<file path="src/rtl/proc_sequencer_pkg.sv">
// Shared types for the instruction sequencer: opcodes, FSM states
// and the 12-bit instruction word layout {op, dr, sr1, sr2}.
package proc_pkg;

  localparam int INSTR_W = 12;
  localparam int OP_LSB  = 9;
  localparam int DR_LSB  = 6;
  localparam int SR1_LSB = 3;
  localparam int SR2_LSB = 0;

  typedef logic [2:0] op_t;
  typedef logic [2:0] reg_t;

  localparam op_t OP_NOP   = 3'b000;
  localparam op_t OP_LOAD  = 3'b001;
  localparam op_t OP_ADD   = 3'b010;
  localparam op_t OP_MUL   = 3'b011;
  localparam op_t OP_JMP   = 3'b100;
  localparam op_t OP_CMP   = 3'b101;
  localparam op_t OP_STORE = 3'b110;
  localparam op_t OP_HALT  = 3'b111;

  typedef enum logic [2:0] {
    S_IDLE,
    S_FETCH,
    S_DECODE,
    S_ISSUE,
    S_STEPWAIT,
    S_HALT
  } state_t;

  // Packed so that field bit positions match the *_LSB constants.
  typedef struct packed {
    op_t  op;
    reg_t dr;
    reg_t sr1;
    reg_t sr2;
  } instr_t;

endpackage

</file>
<file path="src/rtl/proc_sequencer_if.sv">
// Datapath issue channel: valid/ready plus decoded instruction fields.
// master = sequencer (drives valid/fields), slave = datapath (drives ready).
interface proc_sequencer_if
  import proc_pkg::*;
();

  logic dp_valid;
  op_t  dp_op;
  reg_t dp_dr;
  reg_t dp_sr1;
  reg_t dp_sr2;
  logic dp_ready;

  modport master (
    output dp_valid, dp_op, dp_dr, dp_sr1, dp_sr2,
    input  dp_ready
  );

  modport slave (
    input  dp_valid, dp_op, dp_dr, dp_sr1, dp_sr2,
    output dp_ready
  );

endinterface

</file>
<file path="src/rtl/proc_sequencer_seq_decode.sv">
// Opcode classifier: issue to datapath, jump, or halt.
// Ports: op in; is_issue/is_jmp/is_halt out (NOP raises none).
module seq_decode
  import proc_pkg::*;
(
  input  op_t  op,
  output logic is_issue,
  output logic is_jmp,
  output logic is_halt
);

  always_comb begin
    is_issue = 1'b0;
    is_jmp   = 1'b0;
    is_halt  = 1'b0;
    unique case (1'b1)
      (op == OP_NOP):  ;
      (op == OP_JMP):  is_jmp  = 1'b1;
      (op == OP_HALT): is_halt = 1'b1;
      default:         is_issue = 1'b1;
    endcase
  end

endmodule

</file>
<file path="src/rtl/proc_sequencer.sv">
// Instruction sequencer: fetch from program memory, decode, issue
// to the datapath. Ports: clock/reset, start/step controls,
// pmem_addr/pmem_rdata, dp (issue channel), busy/halted/pc/retired.
module proc_sequencer
  import proc_pkg::*;
#(
  parameter int PC_W  = 6,
  parameter int CNT_W = 16
) (
  input  logic             CLOCK_50,
  input  logic             resetn,
  input  logic             start,
  input  logic             step_mode,
  input  logic             step,
  output logic [PC_W-1:0]  pmem_addr,
  input  logic [11:0]      pmem_rdata,
  proc_sequencer_if.master dp,
  output logic             busy,
  output logic             halted,
  output logic [PC_W-1:0]  pc,
  output logic [CNT_W-1:0] retired
);

  state_t           st;
  instr_t           ir;
  instr_t           iw;
  logic [PC_W-1:0]  pc_q;
  logic [CNT_W-1:0] cnt_q;
  logic [CNT_W-1:0] cnt_inc;
  logic [PC_W-1:0]  jmp_tgt;
  state_t           rt_st;
  logic             is_issue;
  logic             is_jmp;
  logic             is_halt;

  assign iw      = instr_t'(pmem_rdata);
  assign cnt_inc = (&cnt_q) ? cnt_q : cnt_q + 1'b1;
  assign jmp_tgt = PC_W'({iw.sr1, iw.sr2});
  assign rt_st   = step_mode ? S_STEPWAIT : S_FETCH;

  seq_decode u_dec (
    .op       (iw.op),
    .is_issue (is_issue),
    .is_jmp   (is_jmp),
    .is_halt  (is_halt)
  );

  // pc only moves at retire, so it doubles as the fetch address.
  assign pmem_addr  = pc_q;
  assign pc         = pc_q;
  assign retired    = cnt_q;
  assign dp.dp_op   = ir.op;
  assign dp.dp_dr   = ir.dr;
  assign dp.dp_sr1  = ir.sr1;
  assign dp.dp_sr2  = ir.sr2;

  always_ff @(posedge CLOCK_50 or negedge resetn) begin
    if (!resetn) begin
      st          <= S_IDLE;
      ir          <= '0;
      pc_q        <= '0;
      cnt_q       <= '0;
      dp.dp_valid <= 1'b0;
      busy        <= 1'b0;
      halted      <= 1'b0;
    end else begin
      unique case (st)
        S_IDLE, S_HALT: begin
          if (start) begin
            st     <= S_FETCH;
            pc_q   <= '0;
            cnt_q  <= '0;
            busy   <= 1'b1;
            halted <= 1'b0;
          end
        end
        S_FETCH: st <= S_DECODE;
        S_DECODE: begin
          ir <= iw;
          if (is_halt) begin
            st     <= S_HALT;
            busy   <= 1'b0;
            halted <= 1'b1;
          end else if (is_issue) begin
            st          <= S_ISSUE;
            dp.dp_valid <= 1'b1;
          end else begin
            st    <= rt_st;
            cnt_q <= cnt_inc;
            pc_q  <= is_jmp ? jmp_tgt : pc_q + 1'b1;
          end
        end
        S_ISSUE: begin
          if (dp.dp_ready) begin
            st          <= rt_st;
            dp.dp_valid <= 1'b0;
            cnt_q       <= cnt_inc;
            pc_q        <= pc_q + 1'b1;
          end
        end
        S_STEPWAIT: if (step) st <= S_FETCH;
        default: begin
          st   <= S_IDLE;
          busy <= 1'b0;
        end
      endcase
    end
  end

endmodule

</file>
<file path="src/flat_wrapper.sv">
// flat-port wrapper written by rule: the top's interface ports become plain ports
module proc_sequencer_flat import proc_pkg::*;
#(
  parameter int PC_W  = 6,
  parameter int CNT_W = 16
)
  (CLOCK_50, resetn, start, step_mode, step, pmem_addr, pmem_rdata, busy, halted, pc, retired, dp_dp_valid, dp_dp_op, dp_dp_dr, dp_dp_sr1, dp_dp_sr2, dp_dp_ready);
  proc_sequencer_if dp_i ();
  input  logic CLOCK_50;
  input  logic resetn;
  input  logic start;
  input  logic step_mode;
  input  logic step;
  output logic [PC_W-1:0] pmem_addr;
  input  logic [11:0] pmem_rdata;
  output logic busy;
  output logic halted;
  output logic [PC_W-1:0] pc;
  output logic [CNT_W-1:0] retired;
  output wire logic [$bits(dp_i.dp_valid)-1:0] dp_dp_valid;
  output wire logic [$bits(dp_i.dp_op)-1:0] dp_dp_op;
  output wire logic [$bits(dp_i.dp_dr)-1:0] dp_dp_dr;
  output wire logic [$bits(dp_i.dp_sr1)-1:0] dp_dp_sr1;
  output wire logic [$bits(dp_i.dp_sr2)-1:0] dp_dp_sr2;
  input wire logic [$bits(dp_i.dp_ready)-1:0] dp_dp_ready;
  assign dp_dp_valid = dp_i.dp_valid;
  assign dp_dp_op = dp_i.dp_op;
  assign dp_dp_dr = dp_i.dp_dr;
  assign dp_dp_sr1 = dp_i.dp_sr1;
  assign dp_dp_sr2 = dp_i.dp_sr2;
  assign dp_i.dp_ready = dp_dp_ready;
  proc_sequencer #(.PC_W(PC_W), .CNT_W(CNT_W)) u_core (.CLOCK_50(CLOCK_50), .resetn(resetn), .start(start), .step_mode(step_mode), .step(step), .pmem_addr(pmem_addr), .pmem_rdata(pmem_rdata), .dp(dp_i), .busy(busy), .halted(halted), .pc(pc), .retired(retired));
endmodule
</file>
<file path="config.mk">
export PLATFORM = sky130hd
export DESIGN_NAME = proc_sequencer_flat
export DESIGN_NICKNAME = d
export VERILOG_FILES = /design/src/rtl/proc_sequencer_pkg.sv /design/src/rtl/proc_sequencer_if.sv /design/src/rtl/proc_sequencer_seq_decode.sv /design/src/rtl/proc_sequencer.sv /design/src/flat_wrapper.sv
export SDC_FILE = /design/constraint.sdc
export NUM_CORES = 1
export LEC_CHECK = 0
export BUFFER_PORTS_ARGS = -buffer_cell sky130_fd_sc_hd__clkbuf_2
export CAP_MARGIN = 20
export CORE_MARGIN = 1
export CORE_UTILIZATION = 25
export CTS_CLUSTER_DIAMETER = 100
export DETAILED_ROUTE_END_ITERATION = 6
export GPL_ROUTABILITY_DRIVEN = 0
export PLACE_DENSITY_LB_ADDON = 0.1
export SLEW_MARGIN = 20
export SYNTH_ARGS = -nofsm -noshare
export SYNTH_HDL_FRONTEND = slang
export SYNTH_SLANG_ARGS = --single-unit
</file>
<file path="constraint.sdc">
create_clock -name CLOCK_50 -period 2.8 [get_ports CLOCK_50]
set_input_delay 0.28 -clock CLOCK_50 [delete_from_list [all_inputs] [get_ports CLOCK_50]]
set_output_delay 0.28 -clock CLOCK_50 [all_outputs]
set_load 0.03 [all_outputs]
</file>
# Yosys cells after proc, flatten, opt, wreduce, memory -nomap -nowiden

Index checks and enable logic that the tools add are counted.

Bits in read-only memories: 0
Memories: 0
Register bits after elaboration: 40
Latch bits: 0
Bits in writable memories: 0
Word-level logic and storage cells: 72
Output and inout port bits: 43
Input port bits: 18

Shifts and indexed selects: 0
Equality and inequality tests: 14
Mux-type cells: 31
Divide/modulo/power cells: 0
Add/sub/neg operators: 2
Bitwise gates (word level): 1
$lt $le $gt $ge: 0
$mul: 0
Reduce and logical (&&, ||, !) cells: 14

Operators by type and width:

| operator                                                         | count |
|---|---|
| 16-bit 2-to-1 mux                                                | 5 |
| 16-bit one-hot mux with 3 select lines                           | 1 |
| 6-bit 2-to-1 mux                                                 | 5 |
| 3-bit 2-to-1 mux                                                 | 6 |
| 6-bit one-hot mux with 3 select lines                            | 1 |
| 16-bit by 1-bit adder with 16-bit output (second input constant) | 1 |
| 16-bit AND reduction                                             | 1 |
| 3-bit one-hot mux with 5 select lines                            | 1 |
| 3-bit == test (second input constant)                            | 4 |
| 2-bit != test (second input constant)                            | 6 |
| 1-bit 2-to-1 mux                                                 | 9 |
| 3-bit AND reduction                                              | 3 |
| 6-bit by 1-bit adder with 6-bit output (second input constant)   | 1 |
| 3-bit by 2-bit == test with 1-bit output (second input constant) | 2 |
| 3-bit zero test                                                  | 2 |
| 3-bit OR reduction                                               | 2 |
| 5-bit AND reduction                                              | 1 |
| 1-bit one-hot mux with 2 select lines                            | 2 |
| 4-bit AND reduction                                              | 1 |
| 2-bit nonzero test                                               | 2 |
| 3-bit by 1-bit == test with 1-bit output (second input constant) | 1 |
| 1-bit one-hot mux with 3 select lines                            | 1 |
| 3-bit nonzero test                                               | 1 |
| 2-bit by 1-bit != test with 1-bit output (second input constant) | 1 |
| other kinds (2)                                                  | 2 |

# Logic depth before layout (Yosys ltp)

Gate-level depths: netlist of run 1.

Word-level depth: 6
Gate-level depth with buffers: 7
Gate-level depth less buffers: 6

# Cells and area by module

Synthesis of run 1 repeated with hierarchy kept, for this count alone.

Cell total of the unflattened synthesis: 236
Area total of the unflattened synthesis: 2,235.9 µm²

Modules (own cells, without submodules):

| module         | sequential area each (µm²) | area an instance (µm²) | times used | cells each |
|---|---|---|---|---|
| proc_sequencer | 1,001.0                    | 2,205.9                | 1          | 232 |
| seq_decode     | 0.0                        | 30.0                   | 1          | 4 |

# Worst setup path after synthesis of run 1

Ideal clock, no wire load.

Path kind: reg-to-reg
Start: reg u_core.cnt_q[0] (netlist: u_core.retired[0])
End: reg u_core.cnt_q[13] (netlist: u_core.retired[13])
Setup time: 0.124 ns
Data required time: 2.676 ns
Cell stages (with the launch flop): 7
Period minus slack after synthesis: 1.858 ns
Arrival time: 1.735 ns
Slack: 0.942 ns
Buffers on the path: 0
Path through: dfrtp_1 > ha_1 > and3_1 > and2_4 > a211oi_2 > a21oi_1 > a211o_1

Word-level cells in the longest chain between the ends: 5
Elaborated cells on any way between the ends: 7
Those cells by class: add/sub: 1; mux: 5; reduce/logical: 1

Ends and longest elaborated chain:

| element                                                                          | RTL line             | source |
|---|---|---|
| start, declared                                                                  | proc_sequencer.sv:28 | `logic [CNT_W-1:0] cnt_q;` |
| start signal, assigned                                                           | proc_sequencer.sv:89 | `cnt_q <= cnt_inc;` |
| start signal, assigned                                                           | proc_sequencer.sv:97 | `cnt_q <= cnt_inc;` |
| 16-bit by 1-bit adder with 16-bit output or 16-bit AND reduction (tied branches) | proc_sequencer.sv:37 | `assign cnt_inc = (&cnt_q) ? cnt_q : cnt_q + 1'b1;` |
| 16-bit 2-to-1 mux *                                                              | proc_sequencer.sv:37 |  |
| 16-bit 2-to-1 mux                                                                | proc_sequencer.sv:84 | `end else if (is_issue) begin` |
| 16-bit 2-to-1 mux                                                                | proc_sequencer.sv:80 | `if (is_halt) begin` |
| 16-bit one-hot mux with 3 select lines *                                         | proc_sequencer.sv:67 | `unique case (st)` |

Every way passes the cells marked *; elsewhere a longest branch is shown, timed or not. The select of a mux whose other input is x is not followed.
A chain may end at the register's enable or synchronous reset.

# Final worst setup path of run 1

Start: reg u_core.st[0]
End: reg u_core.cnt_q[10] (netlist: u_core.retired[10])

Word-level cells in the longest chain between the ends: 4
Elaborated cells on any way between the ends: 12
Those cells by class: eq/ne: 7; mux: 1; reduce/logical: 4

Ends and longest elaborated chain:

| element                                                              | RTL line             | source |
|---|---|---|
| start, declared                                                      | proc_sequencer.sv:24 | `state_t st;` |
| start signal, assigned                                               | proc_sequencer.sv:88 | `st <= rt_st;` |
| start signal, assigned                                               | proc_sequencer.sv:95 | `st <= rt_st;` |
| 3-bit == test or 3-bit zero test (tied branches)                     | proc_sequencer.sv:67 |  |
| 2-bit OR reduction                                                   | proc_sequencer.sv:67 |  |
| 2-bit != test (no source line) or 3-bit nonzero test (tied branches) | -                    |  |
| 5-bit AND reduction (no source line)                                 | -                    |  |

Parallel ways exist; a longest one is shown, timed or not.

==> results of run 1 <==
## sequential cells by signal, summed over array words and instances (netlist names)
name                cells
u_core.halted           1
u_core.dp.dp_sr1        3
u_core.pc               6
u_core.dp.dp_valid      1
u_core.dp.dp_sr2        3
u_core.busy             1
u_core.dp.dp_op         3
u_core.st               3
u_core.dp.dp_dr         3
u_core.retired         16
## kinds of logic (layout without fill, tap and decap cells)
| family | Yosys count | after routing | share of synthesized area (%) |
|---|---|---|---|
| compound gates | 67 | 67 | 19.7 |
| xor+xnor | 1 | 1 | 0.385 |
| buf+inv | 24 | 85 | 5.77 |
| simple gates | 89 | 89 | 22.2 |
| flops | 40 | 40 | 44.0 |
| fa+ha+maj | 2 | 2 | 1.10 |
| mux | 14 | 14 | 6.82 |
## final cells by class
type / count / area (um2)
clock buffers: 5 / 68.8
fillers: 936 / 5970
inverters: 7 / 26.3
multi-input cells: 173 / 1140
well taps: 108 / 135
repair buffers: 70 / 378
clock inverters: 3 / 42.5
flip-flops and latches: 40 / 1000
## layout by cell type, fill, tap and decap left out, types with 3 or more instances in the layout
cell and instances:
and2_1 3, o311ai_0 3, o21ai_0 25, nand2_1 22
mux2_2 12, clkbuf_2 60, and3_1 5, nand3_1 9
nor2_1 12, nor4_1 4, o31ai_2 3, buf_4 9
nor3_1 7, a211o_1 3, nor2b_1 7, inv_1 7
clkbuf_8 5, dfrtp_1 40, a21oi_1 13
## power by group
group          leakage, nW  switching, mW  total (mW)  internal (mW)
Sequential           0.502          0.229        1.03          0.799
Combinational        0.706           1.07        1.66          0.585
Clock               0.0541          0.227       0.491          0.264
## per-stage QoR
step	total power, mW	cells
after global placement	2.71	397
after detailed placement	2.72	397
final	3.18	406
after global routing	3.42	406
after CTS	3.23	406
after floorplan	2.26	237
## critical path: cells and delay by family, from the launching register on
kind	cells	cell delay, ps
AOI/OAI and AO/OA	2	360
buffers and inverters	1	300
and+or+nand+nor	3	910
DFF	1	560
## worst min-delay path by stage
stage                   from                  to
4_1_cts        pmem_rdata[8]  u_core.dp.dp_dr[2]
3_3_place_gp          resetn  u_core.retired[10]
2_1_floorplan         resetn         u_core.busy
6_report       pmem_rdata[8]  u_core.dp.dp_dr[2]
5_1_grt        pmem_rdata[8]  u_core.dp.dp_dr[2]
3_5_place_dp          resetn   u_core.retired[9]
## metal layers
metal | GRT usage (%) | up-vias | wire (um)
met5 | 0 | - | 0
met4 | 4.41 | 0 | 51
met3 | 2.88 | 2 | 196
met2 | 20.4 | 40 | 2840
met1 | 18.6 | 969 | 3050
li1 | - | 991 | -
## timing repair
action / CTS / global route
resized for setup: 0 / 0
hold endpoints to repair: 17 / 0
buffers inserted: 0 / 0
hold buffers: 1 / 0
==> summary.md, run 1 <==
| Metric | Value |
|---|---|
| CP arrival | 2440 ps |
| Final Hold Viols | 0 |
| R2R Path Start | u_core.st[0] |
| Static leakage | 1.26 nW |
| Top FF cell, synth | dfrtp_1 |
| Syn nets | 257 |
| Pre-CTS setup slack | 591 ps |
| Ranking of synthesized cells by area | dfrtp_1 44%, mux2_2 5.9%, o21ai_0 5.5% |
| Largest net degree at the start of global routing | 24 |
| Final min period | 2220 ps |
| H-tree depth | 2 |
| WHS Path Cells | 2 |
| Overflow after GRT | 0 |
| Crit path from | u_core.st[0] |
| Post-synthesis sequential area ratio | 44.0% |
| Top-count cell post-synth | dfrtp_1 |
| GRT Total Usage | 13.3% |
| Pre-antenna DRT Iters | 4 |
| Kind of end point of the critical path | register |
| DR WL/cell | 15.1 um |
| Max Slew Vio Count | 0 |
| Max cap viols | 0 |
| Peak Freq | 450 MHz |
| Area delta synth->final | 22.8% |
| R2R Path End | u_core.retired[10] |
| Share of cells above drive strength 1 | 35.2% |
| # rows | 34 |
| Vias/cell | 4.93 |
| Critical Path, Cell by Cell | and2_1 > o21a_1 > nor2_1 > buf_4 > nor2b_1 > a2bb2oi_1 |
| Global-route wire length before repair | 10100 um |
| I/O pin total | 61 |
| Die Wd | 97.4 um |
| Cell taking the most area after synthesis | dfrtp_1 |
| Final core occ | 31.9% |
| TritonCTS buffer count | 5 |
| Area of the core | 8760 um2 |
| Critical Path Sink | u_core.retired[10] |
| Status | finished, final reports clean |
| Crit-path max cell delay | 610 ps |
| Final Instance Area | 2800 um2 |
| R2R setup slack | 580 ps |
| Synth Instances | 237 |
| Full die area | 9490 um2 |
| Final net count | 317 |
| Setup TNS | 0 ps |
| Clock slew at reported path FFs | 90 ps |
| PortBufs | 60 |
| CTS tree | yes |
| Final worst-path cycle share | 79.4% |
| Drt drc | 0 |
| # setup viols final | 0 |
| Area after DPL | 2670 um2 |
| Die Ht | 97.4 um |
| Post-synthesis async set-or-reset flop share | 100% |
| Vias in the first global route | 1901 |
| Hold slack | 210 ps |
| Path depth of the worst reg2reg path | 6 |
| Routed Antenna Nets | 0 |
| Post-Syn Area | 2280 um2 |
| YS warnings | 0 |
| Maximum clock path buffer count | 2 |
| Initial antenna violation count | 0 |
| Synth cell types | 55 |
| Crit-path max FO | 15 |
| Clock Skew | 10.9 ps |
| Initial drt markers | 56 |
| Clock tree sinks | 40 |
| Post-synth EDFFs | 0 |
| Root buffer cell | clkbuf_8 |
| Via count | 2002 |
| Startpoint Class | register |
| Mapped Avg Cell Area | 9.60 um2 |
| Worst slew pin tran | 774 ps |
| Post-synth top area share | 44.0% |
| Data required time of the worst path | 3020 ps |
| Synth top cells by count | 40 x dfrtp_1, 25 x o21ai_0, 22 x nand2_1 |
| HPWL Detailed | 4400 um |
| Crit Path Class | register to register |
| Post-route setup slack | 576 ps |
| Slowest cell on the critical path | nor2_1 |
| PwrDens | 1140 nW/um2 |
| Final WL | 6140 um |
| Tightest Hold Check Type | input port to register |
| Synthesized flop and latch total | 40 |
| N_diodes | 0 |
| Initial Utilization | 26.0% |
| RSZ-0062 raised after global routing | false |
| Max rail drop VDD | 0.286 mV |
| Clk_lat worst skew | 300 ps |
| Worst slew margin | 48.2% |
No activity file was read; power rests on OpenSTA's default activity.
==> run 2, diff against run 1 <==
- clock period: 2.8 -> 2.2 ns (I/O delays scaled with it)
==> summary.md, run 2 (synthesis results as in run 1) <==
| Metric | Value |
|---|---|
| Status | complete, but fails checks |
| Violated checks | hold timing |
| Share of cells above drive strength 1 | 36.2% (+0.98 points) |
| Initial antenna violation count | 0 (unchanged) |
| DR WL/cell | 15.2 um (+0.85%) |
| R2R setup slack | 230 ps (-340 ps) |
| RSZ-0062 raised after global routing | false |
| Worst slew pin tran | 782 ps (+8.00 ps) |
| Fill cell count | 944 (+0.85%) |
| Placed Cells | 401 (+1.0%) |
| Max rail drop VDD | 0.356 mV (+24%) |
| Area of the core | 8760 um2 (unchanged) |
| PwrDens | 1430 nW/um2 (+26%) |
| Clock tree sinks | 40 (unchanged) |
| PortBufs | 60 (unchanged) |
| Global-route wire length before repair | 10100 um (+0.35%) |
| Peak Freq | 508 MHz (+13%) |
| Via count | 2027 (+1.2%) |
| Setup TNS | 0 ps (unchanged) |
| Non-Filler Instances | 409 (+0.74%) |
| R2R Path End | u_core.retired[5] |
| TritonCTS buffer count | 5 (unchanged) |
| Die Wd | 97.4 um (unchanged) |
| Vias in the first global route | 1887 (-0.74%) |
| Initial Utilization | 26.0% (unchanged) |
| # rows | 34 (unchanged) |
| I/O pin total | 61 (unchanged) |
| Setup Buffers After CTS | 0 (unchanged) |
| Final Hold Viols | 12 (+12) |
| Final min period | 1970 ps (-256 ps) |
| Path depth of the worst reg2reg path | 6 (unchanged) |
| CTS tree | yes |
| Drt drc | 0 (unchanged) |
| Crit Path Class | register to register |
| Full die area | 9490 um2 (unchanged) |
| PostCTS Resize Cnt | 0 (unchanged) |
| Area delta synth->final | 22.9% (about the same) |
| # setup viols final | 0 (unchanged) |
| Worst slew margin | 47.8% (-0.34 points) |
| CP arrival | 2150 ps (-290 ps) |
| Final Power | 4.00 mW (+26%) |
| H-tree depth | 2 (unchanged) |
| Vias/cell | 4.96 (+0.51%) |
| Root buffer cell | clkbuf_8 |
| Static leakage | 1.28 nW (+1.0%) |
| Most common cell after layout, fill and taps aside | clkbuf_2 |
| Clock slew at reported path FFs | 90 ps (about the same) |
| GRT Total Usage | 13.4% (+0.056 points) |
| Clk_lat worst skew | 290 ps (about the same) |
| Clock Skew | 4.83 ps (-6.05 ps) |
| N_diodes | 0 (unchanged) |
| Routed Antenna Nets | 0 (unchanged) |
| Max cap viols | 0 (unchanged) |
| Crit-path max FO | 8 (-7) |
| HPWL Detailed | 4520 um (+2.8%) |
| Initial drt markers | 81 (+45%) |
| Final WL | 6230 um (+1.6%) |
| Pre-antenna DRT Iters | 5 (+1) |
| Maximum clock path buffer count | 2 (unchanged) |
| Largest net degree at the start of global routing | 28 (+17%) |
| Max Slew Vio Count | 0 (unchanged) |
| Data required time of the worst path | 2380 ps (-640 ps) |
| Max FFs per register | 16 (unchanged) |
| R2R Path Start | u_core.retired[0] |
| Overflow after GRT | 0 (unchanged) |
| Hold slack | -2.31 ps (-212 ps) |
| Kind of end point of the critical path | register |
| Post-CTS Hold Buffers | 0 (-1) |
| Final worst-path cycle share | 89.5% (+10 points) |
| Final net count | 320 (+0.95%) |
| Tightest Hold Check Type | input port to async pin |
| Startpoint Class | register |
| Commonest cells after routing, fill and taps aside | 60 x clkbuf_2, 40 x dfrtp_1, 25 x o21ai_0 |
| Die Ht | 97.4 um (unchanged) |
## run 2: cell count changes in the layout (fill, tap and decap cells not counted), sizes merged
cell	change
clkbuf	+1
bufinv	-1
clkinv	+1
dlygate4sd3	-1
clkinvlp	-1
buf	+4
## run 2: worst max-delay path, stage by stage (launching register included)
cell and delay (ps):
dfrtp_1 440, ha_1 220, and3_1 260, nand4_1 260, o22ai_2 380, or2_4 230, o31ai_2 70
## run 2: metal layers
layer  global-route usage, %  vias to the layer above  share of wire [%]
met3                    2.52                        5                3.8
met2                    19.5                       55                 45
met5                       0                        -                  0
met4                    4.64                        0                1.1
met1                    19.6                      973                 50
li1                        -                      994                  -
## run 2: per-stage QoR
step                      utilization (%)  area, um2  worst slack, ps
after floorplan                         -       2280              342
after global placement               30.9       2700              247
after detailed placement             30.9       2700              263
after CTS                            31.9       2800              235
after global routing                 31.9       2800             37.2
final                                31.9       2800              232
## run 2: how the worst max path moves through the flow
stage,slack (ps),end,from,cells past startpoint
detailed placement,260,u_core.retired[5],u_core.retired[0],6
CTS,230,u_core.retired[5],u_core.retired[0],6
finish,230,u_core.retired[5],u_core.retired[0],6
floorplan,340,u_core.retired[13],u_core.retired[0],6
global placement,250,u_core.retired[5],u_core.retired[0],6
global route,40,u_core.retired[5],u_core.retired[0],6
## run 2: report_power, final
group	internal [mW]	total (mW)	switching [mW]
clock	0.251	0.531	0.280
sequential	1.02	1.29	0.268
combinational	0.783	2.19	1.40
total	2.05	4.00	1.95
## run 2: final cells by class
| class | count | area, um2 | area share [%] |
|---|---|---|---|
| Multi-Input combinational cell | 173 | 1140 | 40.9 |
| Sequential cell | 40 | 1000 | 35.8 |
| Timing Repair Buffer | 73 | 398 | 14.2 |
| Tap cell | 108 | 135 | 4.83 |
| Clock buffer | 6 | 82.6 | 2.95 |
| Inverter | 7 | 26.3 | 0.940 |
| Clock inverter | 2 | 10.0 | 0.358 |
